--- config.mk ---
export PLATFORM = sky130hd
export DESIGN_NAME = game_timer_ctrl
export DESIGN_NICKNAME = d
export VERILOG_FILES = /design/src/rtl/game_timer_ctrl.sv
export SDC_FILE = /design/constraint.sdc
export NUM_CORES = 1
export LEC_CHECK = 0
export CORE_MARGIN = 2
export CORE_UTILIZATION = 35
export CTS_BUF_LIST = sky130_fd_sc_hd__clkbuf_4 sky130_fd_sc_hd__clkbuf_8 sky130_fd_sc_hd__clkbuf_16
export DETAILED_ROUTE_END_ITERATION = 10
export PLACE_DENSITY = 0.53
export REMOVE_ABC_BUFFERS = 1
export SYNTH_ARGS = -nofsm -noshare
export SYNTH_HDL_FRONTEND = slang
export SYNTH_SLANG_ARGS = --single-unit
export TNS_END_PERCENT = 20
--- constraint.sdc ---
create_clock -name CLOCK_50 -period 3.3 [get_ports CLOCK_50]
set_clock_uncertainty 0.15 [all_clocks]
set_input_delay 0.66 -clock CLOCK_50 [delete_from_list [all_inputs] [get_ports CLOCK_50]]
set_output_delay 0.66 -clock CLOCK_50 [all_outputs]
set_load 0.02 [all_outputs]
--- src/rtl/game_timer_ctrl.sv ---
// Game state sequencer for the survival-time score: IDLE/RUN/OVER FSM, seconds prescaler,
// saturating 3-digit BCD score and best-score tracking, all outputs registered.
module game_timer_ctrl #(
   parameter int unsigned CLK_HZ  = 50000000,
   parameter int unsigned TICK_HZ = 1
) (
   input  logic       CLOCK_50,
   input  logic       reset,
   input  logic       start_key,
   input  logic       collided,
   output logic [3:0] score0,
   output logic [3:0] score1,
   output logic [3:0] score2,
   output logic [3:0] best0,
   output logic [3:0] best1,
   output logic [3:0] best2,
   output logic [1:0] state,
   output logic       sec_tick,
   output logic       game_over
);

   localparam int unsigned Period   = CLK_HZ / TICK_HZ;
   localparam int unsigned CntWidth = (Period > 1) ? $clog2(Period) : 1;
   localparam logic [CntWidth-1:0] CntLast = CntWidth'(Period - 1);

   typedef enum logic [1:0] {
      StIdle = 2'b00,
      StRun  = 2'b01,
      StOver = 2'b10
   } state_e;

   state_e              state_q;
   logic                start_q;
   logic [CntWidth-1:0] presc_q;

   logic                start_rise;
   logic                terminal;
   logic                score_max;
   logic                score_gt_best;
   logic [3:0]          inc0;
   logic [3:0]          inc1;
   logic [3:0]          inc2;

   assign start_rise = start_key & ~start_q;
   assign terminal   = (presc_q == CntLast);
   assign score_max  = (score2 == 4'd9) && (score1 == 4'd9) && (score0 == 4'd9);
   // Digits are valid BCD, so a plain packed compare orders them hundreds-first.
   assign score_gt_best = {score2, score1, score0} > {best2, best1, best0};
   assign state = state_q;

   // BCD +1 with units->tens->hundreds carry; only used when the score is below 999.
   always_comb begin
      inc0 = score0;
      inc1 = score1;
      inc2 = score2;
      if (score0 != 4'd9) begin
         inc0 = score0 + 4'd1;
      end else begin
         inc0 = 4'd0;
         if (score1 != 4'd9) begin
            inc1 = score1 + 4'd1;
         end else begin
            inc1 = 4'd0;
            inc2 = score2 + 4'd1;
         end
      end
   end

   always_ff @(posedge CLOCK_50) begin
      if (reset) begin
         state_q   <= StIdle;
         start_q   <= 1'b0;
         presc_q   <= '0;
         score0    <= 4'd0;
         score1    <= 4'd0;
         score2    <= 4'd0;
         best0     <= 4'd0;
         best1     <= 4'd0;
         best2     <= 4'd0;
         sec_tick  <= 1'b0;
         game_over <= 1'b0;
      end else begin
         start_q   <= start_key;
         sec_tick  <= 1'b0;
         game_over <= 1'b0;
         case (state_q)
            StIdle: begin
               score0 <= 4'd0;
               score1 <= 4'd0;
               score2 <= 4'd0;
               if (start_rise) begin
                  state_q <= StRun;
                  presc_q <= '0;
               end
            end
            StRun: begin
               if (collided) begin
                  // Collision wins over a coinciding terminal count.
                  state_q   <= StOver;
                  game_over <= 1'b1;
                  presc_q   <= '0;
                  if (score_gt_best) begin
                     best0 <= score0;
                     best1 <= score1;
                     best2 <= score2;
                  end
               end else if (terminal) begin
                  presc_q <= '0;
                  if (!score_max) begin
                     score0   <= inc0;
                     score1   <= inc1;
                     score2   <= inc2;
                     sec_tick <= 1'b1;
                  end
               end else begin
                  presc_q <= presc_q + 1'b1;
               end
            end
            StOver: begin
               presc_q <= '0;
               if (start_rise) begin
                  state_q <= StRun;
                  score0  <= 4'd0;
                  score1  <= 4'd0;
                  score2  <= 4'd0;
               end
            end
            default: begin
               state_q <= StIdle;
               presc_q <= '0;
            end
         endcase
      end
   end

endmodule

==> results of run 1 <==
==> final timing paths <==
| kind | to | from | slack [ns] |
|---|---|---|---|
| worst max-delay path | presc_q[9]$_SDFFE_PP0P_ | presc_q[0]$_SDFFE_PP0P_ | 0.66 |
| worst max register to register | presc_q[9]$_SDFFE_PP0P_ | presc_q[0]$_SDFFE_PP0P_ | 0.66 |
| worst min-delay path | best1[2]$_SDFFE_PP0P_ | best1[2]$_SDFFE_PP0P_ | 0.33 |
| worst min register to register | best1[2]$_SDFFE_PP0P_ | best1[2]$_SDFFE_PP0P_ | 0.33 |
==> registers in the layout, summed over array words and instances, names as in the netlist <==
register   cells
best2          4
sec_tick       1
state          2
score1         4
game_over      1
start_q        1
presc_q       26
best1          4
score0         4
score2         4
best0          4
==> logic make-up after synthesis <==
family	synth area share [%]
AO/OA/AOI/OAI	12.3
XOR/XNOR	6.60
adder cells (fa/ha/maj)	7.79
buffers and inverters	4.02
flip-flops	36.1
multiplexers	4.43
AND/OR/NAND/NOR	28.8
==> routing by layer <==
layer	track usage [%]	share of wire [%]
met5	0	0
met4	3.31	0.79
met3	2.52	2.7
met2	25.7	48
met1	20.6	48
==> placed cells by master (no fill, tap or decap), drive strengths merged, types with 2 or more instances in the layout <==
cell type	n
dfxtp	55
nor2	40
nand2	35
clkdlybuf4s50	31
inv	21
ha	19
xor2	18
nand4	16
a21oi	14
nand3	13
and3	13
mux2i	9
o211ai	7
nor2b	6
buf	6
xnor2	5
clkbuf	5
nor3	5
or3	4
a21o	4
mux2	4
o21ai	4
nor4b	4
nand2b	3
and3b	3
nor4	3
nand3b	3
or4	3
o31ai	3
or2	3
nor3b	2
a31oi	2
o311ai	2
and4	2
a41oi	2
==> metrics by stage <==
stage	total power [uW]	utilization (%)
finish	1210	42.0
detailed placement	767	40.7
global route	1270	42.0
floorplan	735	-
global placement	767	40.7
CTS	1230	42.0
==> cell type report <==
type	count	area [sq um]
inverter	20	75.1
timing repair buffer	37	355
sequential	55	1100
multi-input combinational	264	1830
clock buffer	5	68.8
fill	897	4980
tap	108	135
clock inverter	3	46.3
==> power by group <==
part           switching [uW]  internal (uW)  total [uW]
Sequential               5.21            668         673
Combinational            52.3           25.9        78.2
Clock                     231            229         460
Total                     288            922        1210
==> tightest hold or removal path, stage by stage, from the launching register on <==
cell and delay [ns]:
sky130_fd_sc_hd__dfxtp_1 0.33, sky130_fd_sc_hd__nand2_1 0.05, sky130_fd_sc_hd__mux2i_1 0.06
==> metrics.md, run 1 <==
| Metric | Value |
|---|---|
| Status | `completed` |
| Number of instances in the synthesized netlist | `350` |
| Die Footprint | `9480 sq um` |
| Crit end category | `flop` |
| Fraction of final layout cells with drive strength greater than 1 | `8.59%` |
| Clock insertion delay at the later pin of the skew report | `0.32 ns` |
| CTS H-tree depth | `2` |
| CP Cell Sequence | `ha_1, nand4_2, nor3_4, nand2_2, a21oi_2, nor2_1` |
| Worst-case hold slack | `0.333 ns` |
| Leakage power figure | `0.00136 uW` |
| Combined buffer and inverter count along the critical path | `0` |
| Total number of clock tree sinks | `55` |
| Max Clk Rate | `0.378 GHz` |
| Length in cells of the worst reg-to-reg path | `6` |
| Synthesis Warnings | `0` |
| Via count of the first global-routing pass | `2450` |
| Count of flip-flops with a built-in enable after synthesis | `0` |
| Mean routed wirelength per cell | `14.2 um` |
| Total placed cells including tap cells | `484` |
| Most common cell in the netlist | `sky130_fd_sc_hd__dfxtp_1` |
| Worst hold path class | `flop to flop` |
| Flip-flop and latch count after synthesis | `55` |
| Post-Syn Area per Cell | `8.72 sq um` |
| Final WL | `7000 um` |
| DRC violation total after the first TritonRoute iteration | `71` |
| Area share of the leading cell type in the synthesized netlist | `36.1%` |
| Max rail drop VDD | `0.238 mV` |
| Drt pass-1 iters | `4` |
| Required time at the endpoint of the critical path | `3.32 ns` |
| Remaining Overflow, GRT | `0` |
| Critical-path cell with the highest stage delay | `sky130_fd_sc_hd__a21oi_2` |
| Path length in cells of the critical path | `6` |
| Maximum number of pins on one net before global-route repair | `25` |
| Number of distinct library cells after synthesis | `59` |
| Dpl hpwl | `5310 um` |
| Worst path top cell family by delay | `compound AO/OA/AOI/OAI gates` |
| Area Growth Syn to Fin | `18.3%` |
| Mapped Area | `3050 sq um` |
| RSZ-0062 raised after global routing | `no` |
| CP arrival | `2.66 ns` |
| Post-detailed-route count of antenna-violating nets | `0` |
| Max Cap Viol | `0` |
| Leading cell types by total area after synthesis | `sky130_fd_sc_hd__dfxtp_1 (36%), sky130_fd_sc_hd__ha_1 (7.8%), sky130_fd_sc_hd__xor2_1 (5.2%)` |
| Post-layout net count | `406` |
| DRC | `0` |
| Global-route usage over all layers | `15.3%` |
| Clock root cell | `sky130_fd_sc_hd__clkbuf_8` |
| Share of synthesized flip-flops with an asynchronous set or reset | `0%` |
| Post-CTS setup buffers | `0` |
| Post-CTS resize count | `0` |
| Number of port buffers | `31` |
| Final antenna diode count | `0` |
| Most used flip-flop cell after synthesis | `sky130_fd_sc_hd__dfxtp_1` |
| Relative slew margins | `25.4%` |
| Max incr delay on CP | `0.88 ns` |
| PD cells | `335 nW/um^2` |
| Category of the worst setup path launch point | `flop` |
| Number of I/O pins | `32` |
| Vias | `2574` |
| TritonCTS clock tree | `done` |
| Count of hold buffers inserted by post-cts repair | `0` |
| Worst setup slack after placement | `0.476 ns` |
| Core region area | `8590 sq um` |
| First-pass GRT wire length | `12200 um` |
| Register area share after synthesis | `36.1%` |
| Setup TNS after final layout | `0 ns` |
| Worst Max-Slew Pin Slew | `1.12 ns` |
| Yosys top cell by area | `sky130_fd_sc_hd__dfxtp_1` |
| Non-filler instance count after layout | `492` |
| Starting utilization of the core area | `35.5%` |
| Final hold violations | `0` |
| CP Class | `flop to flop` |
| Final setup slack of the worst path | `0.657 ns` |
| Clock transition at the registers of the reported paths | `0.11 ns` |
| Number of buffers added by the clock tree synthesis step | `5` |
| Final period utilization | `80.1%` |
| Total setup violations reported at the end of the flow | `0` |
| Standard cell area after detailed placement | `3490 sq um` |
| Via/cell ratio | `5.23` |
| Antenna violations before repair | `0` |
| Buffer depth of the longest clock path | `2` |
| DIE HEIGHT | `97.4 um` |
| Max Fanout on Critical Path | `24` |
| Max-slew violation count | `0` |
| Min-Delay Path Depth | `2` |
| Period minus WS final | `2.64 ns` |
| Final design area excluding fillers | `3610 sq um` |
| Width of the die | `97.4 um` |
| Cell Rows | `34` |
| List of most frequent post-synthesis cells | `sky130_fd_sc_hd__dfxtp_1 (55), sky130_fd_sc_hd__nor2_1 (40), sky130_fd_sc_hd__nand2_1 (34)` |
| GP Congestion | `0.788` |
No activity file was read; power rests on OpenSTA's default activity.
==> run 2, diff against run 1 <==
Clock period 3.3 ns to 2.6 ns, I/O delays scaled along.
==> run 2 against run 1 <==
Compared with the run above:
- sequential share of layout area decreased by 0.67 points
- largest cell class unchanged
- critical path type unchanged
- sequential power rose by 27%
- global-route usage increased by 0.099 points
==> metrics.md, run 2 (synthesis gave the netlist of run 1 again) <==
| Metric | Value |
|---|---|
| Worst-case hold slack | `0.328 ns (-0.00426 ns)` |
| Starting utilization of the core area | `35.5% (unchanged)` |
| Post-CTS setup buffers | `0 (unchanged)` |
| Crit end category | `flop` |
| Number of I/O pins | `32 (unchanged)` |
| Setup TNS after final layout | `0 ns (unchanged)` |
| Max Clk Rate | `0.421 GHz (+11%)` |
| Mean routed wirelength per cell | `14.0 um (-1.3%)` |
| Clock transition at the registers of the reported paths | `0.09 ns (-0.02 ns)` |
| Cell Rows | `34 (unchanged)` |
| Leakage power figure | `0.00142 uW (+4.3%)` |
| Maximum number of pins on one net before global-route repair | `21 (-16%)` |
| Total setup violations reported at the end of the flow | `0 (unchanged)` |
| Buffer depth of the longest clock path | `2 (unchanged)` |
| Required time at the endpoint of the critical path | `2.65 ns (-0.67 ns)` |
| Number of flip-flops under the largest register name | `26 (unchanged)` |
| Final period utilization | `91.4% (+11 points)` |
| Worst hold path class | `flop to flop` |
| Most common cell after layout, fill and taps aside | `sky130_fd_sc_hd__dfxtp_1` |
| GP Congestion | `0.857 (+8.8%)` |
| Number of port buffers | `31 (unchanged)` |
| Most frequent cells in the layout | `sky130_fd_sc_hd__dfxtp_1 (55), sky130_fd_sc_hd__nor2_1 (40), sky130_fd_sc_hd__nand2_1 (34)` |
| Status | `completed` |
| Global-route usage over all layers | `15.4% (+0.099 points)` |
| Final antenna diode count | `0 (unchanged)` |
| Area Growth Syn to Fin | `21.0%` |
| Worst Max-Slew Pin Slew | `0.497 ns (-0.622 ns)` |
| Uppermost signal routing layer after detailed routing | `met4` |
| Max Fanout on Critical Path | `6 (-75%)` |
| Period minus WS final | `2.38 ns (-0.266 ns)` |
| Antenna violations before repair | `0 (unchanged)` |
| RSZ-0062 raised after global routing | `no` |
| Sum of met3 wire segment lengths after detailed routing | `225 um (+17%)` |
| Width of the die | `97.4 um (unchanged)` |
| Clock insertion delay at the later pin of the skew report | `0.31 ns (about the same)` |
| CTS H-tree depth | `2 (unchanged)` |
| Met2 wire len | `3350 um (-0.54%)` |
| Total number of clock tree sinks | `55 (unchanged)` |
| Via/cell ratio | `5.12 (-2.1%)` |
| Fraction of final layout cells with drive strength greater than 1 | `10.9% (+2.3 points)` |
| Clock root cell | `sky130_fd_sc_hd__clkbuf_8` |
| DRC | `0 (unchanged)` |
| CP Class | `flop to flop` |
| Final hold violations | `0 (unchanged)` |
| Category of the worst setup path launch point | `flop` |
| Post-detailed-route count of antenna-violating nets | `0 (unchanged)` |
| Max Cap Viol | `0 (unchanged)` |
| Max rail drop VDD | `0.257 mV (+8.2%)` |
| Relative slew margins | `66.5% (+41 points)` |
| Dpl hpwl | `5470 um (+3.0%)` |
| Post-CTS resize count | `0 (unchanged)` |
| Post-route met1 wirelength | `3420 um (+0.83%)` |
| Remaining Overflow, GRT | `0 (unchanged)` |
| Vias | `2572 (-0.078%)` |
| Final WL | `7050 um (+0.66%)` |
| Number of buffers added by the clock tree synthesis step | `5 (unchanged)` |
| Core region area | `8590 sq um (unchanged)` |
| First-pass GRT wire length | `12100 um (-0.62%)` |
| CP arrival | `2.43 ns (-0.23 ns)` |
| Largest register by flop count | `presc_q` |
| Drt pass-1 iters | `4 (unchanged)` |
| Max-slew violation count | `0 (unchanged)` |
| Worst setup slack after placement | `0.137 ns (-0.339 ns)` |
| Final setup slack of the worst path | `0.223 ns (-0.434 ns)` |
| PD cells | `423 nW/um^2 (+26%)` |
| DIE HEIGHT | `97.4 um (unchanged)` |
| Post-layout net count | `416 (+2.5%)` |
| TritonCTS clock tree | `done` |
| DRC violation total after the first TritonRoute iteration | `96 (+35%)` |
| Count of hold buffers inserted by post-cts repair | `0 (unchanged)` |
| Die Footprint | `9480 sq um (unchanged)` |
| Via count of the first global-routing pass | `2482 (+1.3%)` |
==> run 2: cell count changes in the layout (fill, tap and decap cells not counted) <==
| cell | delta |
|---|---|
| sky130_fd_sc_hd__buf_4 | +10 |
| sky130_fd_sc_hd__clkbuf_8 | +1 |
| sky130_fd_sc_hd__clkinvlp_4 | -1 |
==> run 2: layout make-up <==
type | instances | area [sq um]
fillers | 879 | 4900
flip-flops and latches | 55 | 1100
multi-input cells | 264 | 1830
clock inverters | 2 | 38.8
inverters | 20 | 75.1
clock buffers | 6 | 82.6
well taps | 108 | 135
repair buffers | 47 | 430
==> run 2: where the power goes <==
part,internal [uW],switching (uW)
combinational,37.9,65.8
clock,317,285
sequential,847,6.66
==> run 2: worst paths after layout <==
path | startpoint | to | slack [ns] | cells after the start
max | score2[3]$_SDFFE_PP0P_ | best1[1]$_SDFFE_PP0P_ | 0.22 | 6
min | best1[3]$_SDFFE_PP0P_ | best1[3]$_SDFFE_PP0P_ | 0.33 | 2
max reg2reg | score2[3]$_SDFFE_PP0P_ | best1[1]$_SDFFE_PP0P_ | 0.22 | 6
min reg2reg | best1[3]$_SDFFE_PP0P_ | best1[3]$_SDFFE_PP0P_ | 0.33 | 2
==> run 2: metal layers <==
layer  up-vias  global-route usage, %
li1       1332                      -
met1      1188                   20.3
met2        45                   26.4
met3         7                   2.66
met4         0                   3.10
met5         -                      0
==> run 2: per-stage QoR <==
stage	total power, uW	utilization, %	std cells	instance area, sq um
final	1560	43.0	502	3690
after global placement	979	41.5	494	3570
after detailed placement	979	41.5	494	3570
after global routing	1640	43.0	502	3690
after CTS	1590	43.0	502	3690
after floorplan	932	-	339	3000
==> run 2: critical path, stage by stage, from the launching register on <==
cell	delay, ns
sky130_fd_sc_hd__dfxtp_1	0.45
sky130_fd_sc_hd__ha_1	0.30
sky130_fd_sc_hd__a21oi_1	0.20
sky130_fd_sc_hd__o21ai_0	0.17
sky130_fd_sc_hd__a2111oi_2	0.43
sky130_fd_sc_hd__a21o_1	0.24
sky130_fd_sc_hd__mux2_2	0.34
==> run 3, diff against run 2 <==
Settings changed: CORE_ASPECT_RATIO set to 0.5.
==> run 3 against run 2 <==
Compared with the run above:
- flip-flop and latch count is the same
- final cell count increased by 2.4%
- hold slack lost 0.0038 ns
- clock power rose by 12%
- critical path depth is the same
- utilization up 0.86 points
- highest routed layer unchanged
- total power increased by 5.0%
- wire length is 5.0% higher
- register-to-register slack got worse by 0.06 ns
==> metrics.md, run 3 (synthesis gave the netlist of run 1 again) <==
| Metric | Value |
|---|---|
| Status | `completed` |
| PD cells | `435 nW/um^2 (+3.0%)` |
| Min-Delay Path Depth | `2 (unchanged)` |
| RSZ-0062 raised after global routing | `no` |
| Final hold violations | `0 (unchanged)` |
| Clock insertion delay at the later pin of the skew report | `0.30 ns (about the same)` |
| CP arrival | `2.47 ns (+0.04 ns)` |
| Max incr delay on CP | `0.46 ns (about the same)` |
| Vias | `2661 (+3.5%)` |
| Proportion of power drawn by the clock network | `41.2% (+2.6 points)` |
| Total setup violations reported at the end of the flow | `0 (unchanged)` |
| Fraction of final layout cells with drive strength greater than 1 | `11.6% (+0.67 points)` |
| Die Footprint | `9530 sq um (+0.48%)` |
| Setup TNS after final layout | `0 ns (unchanged)` |
| Post-CTS setup buffers | `0 (unchanged)` |
| Total number of clock tree sinks | `55 (unchanged)` |
| Number of I/O pins | `32 (unchanged)` |
| DIE HEIGHT | `70.0 um (-28%)` |
| Maximum number of pins on one net before global-route repair | `25 (+19%)` |
| Buffer depth of the longest clock path | `2 (unchanged)` |
| Period minus WS final | `2.44 ns (+0.0629 ns)` |
| Via count of the first global-routing pass | `2448 (-1.4%)` |
| FF-to-FF End | `best1[1]$_SDFFE_PP0P_` |
| Worst path top cell family by delay | `compound AO/OA/AOI/OAI gates` |
| Worst R2R Start | `score2[3]$_SDFFE_PP0P_` |
| Timing endpoint of the critical path | `best1[1]$_SDFFE_PP0P_` |
| Width of the die | `136 um (+40%)` |
| Clock root cell | `sky130_fd_sc_hd__clkbuf_16` |
| Final WL | `7400 um (+5.0%)` |
| Post-layout net count | `420 (+0.96%)` |
| Largest register by flop count | `presc_q` |
| Number of port buffers | `31 (unchanged)` |
| Drt pass-1 iters | `4 (unchanged)` |
| DRC | `0 (unchanged)` |
| Remaining Overflow, GRT | `0 (unchanged)` |
| Most frequent cells in the layout | `sky130_fd_sc_hd__dfxtp_1 (55), sky130_fd_sc_hd__nor2_1 (40), sky130_fd_sc_hd__nand2_1 (34)` |
| Antenna violations before repair | `0 (unchanged)` |
| Dpl hpwl | `5490 um (+0.39%)` |
| Number of filler cells placed in the layout | `886 (+0.80%)` |
| Cell Rows | `24 (-29%)` |
| Global-route usage over all layers | `16.4% (+1.0 points)` |
| Category of the worst setup path launch point | `flop` |
| GP Congestion | `0.867 (+1.1%)` |
| Final period utilization | `93.8% (+2.4 points)` |
| Mean routed wirelength per cell | `14.4 um (+2.5%)` |
| Standard cell area after detailed placement | `3610 sq um (+1.2%)` |
| Critical-path cell with the highest stage delay | `sky130_fd_sc_hd__dfxtp_1` |
| Area Growth Syn to Fin | `23.3%` |
| Net Sw Power | `373 uW (+4.2%)` |
| Share of total power in combinational logic | `6.7% (about the same)` |
| DRC violation total after the first TritonRoute iteration | `168 (+75%)` |
| Final design area excluding fillers | `3760 sq um (+1.9%)` |
| Reg2Reg Setup Slack | `0.16 ns (-0.06 ns)` |
| Post-CTS resize count | `0 (unchanged)` |
| Number of buffers added by the clock tree synthesis step | `5 (unchanged)` |
| Crit end category | `flop` |
| Leakage power figure | `0.00145 uW (+2.4%)` |
| Number of flip-flops under the largest register name | `26 (unchanged)` |
| Post-detailed-route count of antenna-violating nets | `0 (unchanged)` |
| CTS H-tree depth | `2 (unchanged)` |
| Length in cells of the worst reg-to-reg path | `6 (unchanged)` |
| Combined buffer and inverter count along the critical path | `0 (unchanged)` |
| Max Clk Rate | `0.410 GHz (-2.6%)` |
| TritonCTS clock tree | `done` |
| Sequential fraction of design power | `52.2% (-2.5 points)` |
| Register cell area after layout | `1100 sq um (unchanged)` |
| CP Cell Sequence | `ha_1, a21oi_1, o21ai_0, a2111oi_2, a21o_1, mux2_2` |
| Switching part of the total power | `22.8% (-0.16 points)` |
| Internal Pwr Total | `1260 uW (+5.2%)` |
| Source of the critical timing path | `score2[3]$_SDFFE_PP0P_` |
| Count of hold buffers inserted by post-cts repair | `0 (unchanged)` |
| Required time at the endpoint of the critical path | `2.64 ns (about the same)` |
| Final antenna diode count | `0 (unchanged)` |
| Multi-input combinational cell area | `1840 sq um (+0.41%)` |
| Worst Max-Slew Pin Slew | `0.647 ns (+0.150 ns)` |
| Max Fanout on Critical Path | `6 (unchanged)` |
| First-pass GRT wire length | `12400 um (+2.4%)` |
| Worst hold path class | `flop to flop` |
| Core region area | `8590 sq um (about the same)` |
| Max Cap Viol | `0 (unchanged)` |
| Path length in cells of the critical path | `6 (unchanged)` |
| Most common cell after layout, fill and taps aside | `sky130_fd_sc_hd__dfxtp_1` |
| Utilization after layout | `43.8% (+0.86 points)` |
| Max rail drop VDD | `0.235 mV (-8.5%)` |
| Starting utilization of the core area | `35.5% (about the same)` |
| Max-slew violation count | `0 (unchanged)` |
| Via/cell ratio | `5.18 (+1.0%)` |
| CP Class | `flop to flop` |
| Clock transition at the registers of the reported paths | `0.07 ns (-0.02 ns)` |
| Relative slew margins | `56.8% (-9.8 points)` |
==> run 3: cell count changes in the layout (fill, tap and decap cells not counted) <==
cell	change
sky130_fd_sc_hd__clkbuf_16	+5
sky130_fd_sc_hd__clkbuf_8	-5
sky130_fd_sc_hd__buf_4	+4
sky130_fd_sc_hd__a21oi_2	-1
sky130_fd_sc_hd__a21oi_4	+1
sky130_fd_sc_hd__bufinv_16	-1
sky130_fd_sc_hd__clkinv_2	+1
sky130_fd_sc_hd__inv_6	-1
==> run 3: worst min path at each step <==
stage | start | endpoint | slack (ns)
3_3_place_gp | best0[1]$_SDFFE_PP0P_ | best0[1]$_SDFFE_PP0P_ | 0.31
4_1_cts | best1[2]$_SDFFE_PP0P_ | best1[2]$_SDFFE_PP0P_ | 0.33
5_1_grt | best1[0]$_SDFFE_PP0P_ | best1[0]$_SDFFE_PP0P_ | 0.35
2_1_floorplan | presc_q[1]$_SDFFE_PP0P_ | presc_q[1]$_SDFFE_PP0P_ | 0.31
6_report | best1[2]$_SDFFE_PP0P_ | best1[2]$_SDFFE_PP0P_ | 0.32
3_5_place_dp | best1[2]$_SDFFE_PP0P_ | best1[2]$_SDFFE_PP0P_ | 0.32
==> run 3: final cells by class <==
type	count	share of cell area [%]
clock buffers	6	3.69
inverters	20	2.00
well taps	117	3.89
repair buffers	51	12.2
multi-input cells	264	48.8
clock inverters	1	0.133
flip-flops and latches	55	29.3
==> run 3: worst min-delay path: stages (launching register included) <==
cell and delay [ns]:
sky130_fd_sc_hd__dfxtp_1 0.32, sky130_fd_sc_hd__nand2_1 0.06, sky130_fd_sc_hd__mux2i_1 0.05
==> run 3: routing by layer <==
layer	vias up	wire length, um	GRT usage, %
li1	1350	-	-
met1	1267	3960	24.3
met2	37	3120	24.1
met3	7	242	3.27
met4	0	72	4.17
met5	-	0	0
==> run 3: metrics by stage <==
| step | hold slack (ns) | power (uW) | cells | setup WS, ns |
|---|---|---|---|---|
| 2_1_floorplan | 0.310 | 932 | 339 | 0.271 |
| 3_5_place_dp | 0.322 | 981 | 507 | -0.00811 |
| 4_1_cts | 0.332 | 1650 | 514 | 0.118 |
| 5_1_grt | 0.349 | 1700 | 514 | 0.00874 |
| 3_3_place_gp | 0.310 | 979 | 507 | 0.102 |
| 6_report | 0.325 | 1640 | 514 | 0.160 |
==> run 3: power groups by stage <==
stage | Sequential (uW) | Combinational, uW | Clock, uW
floorplan | 875 | 57.5 | 0
global placement | 873 | 106 | 0
detailed placement | 874 | 107 | 0
CTS | 854 | 108 | 690
global route | 855 | 121 | 728
finish | 854 | 109 | 674
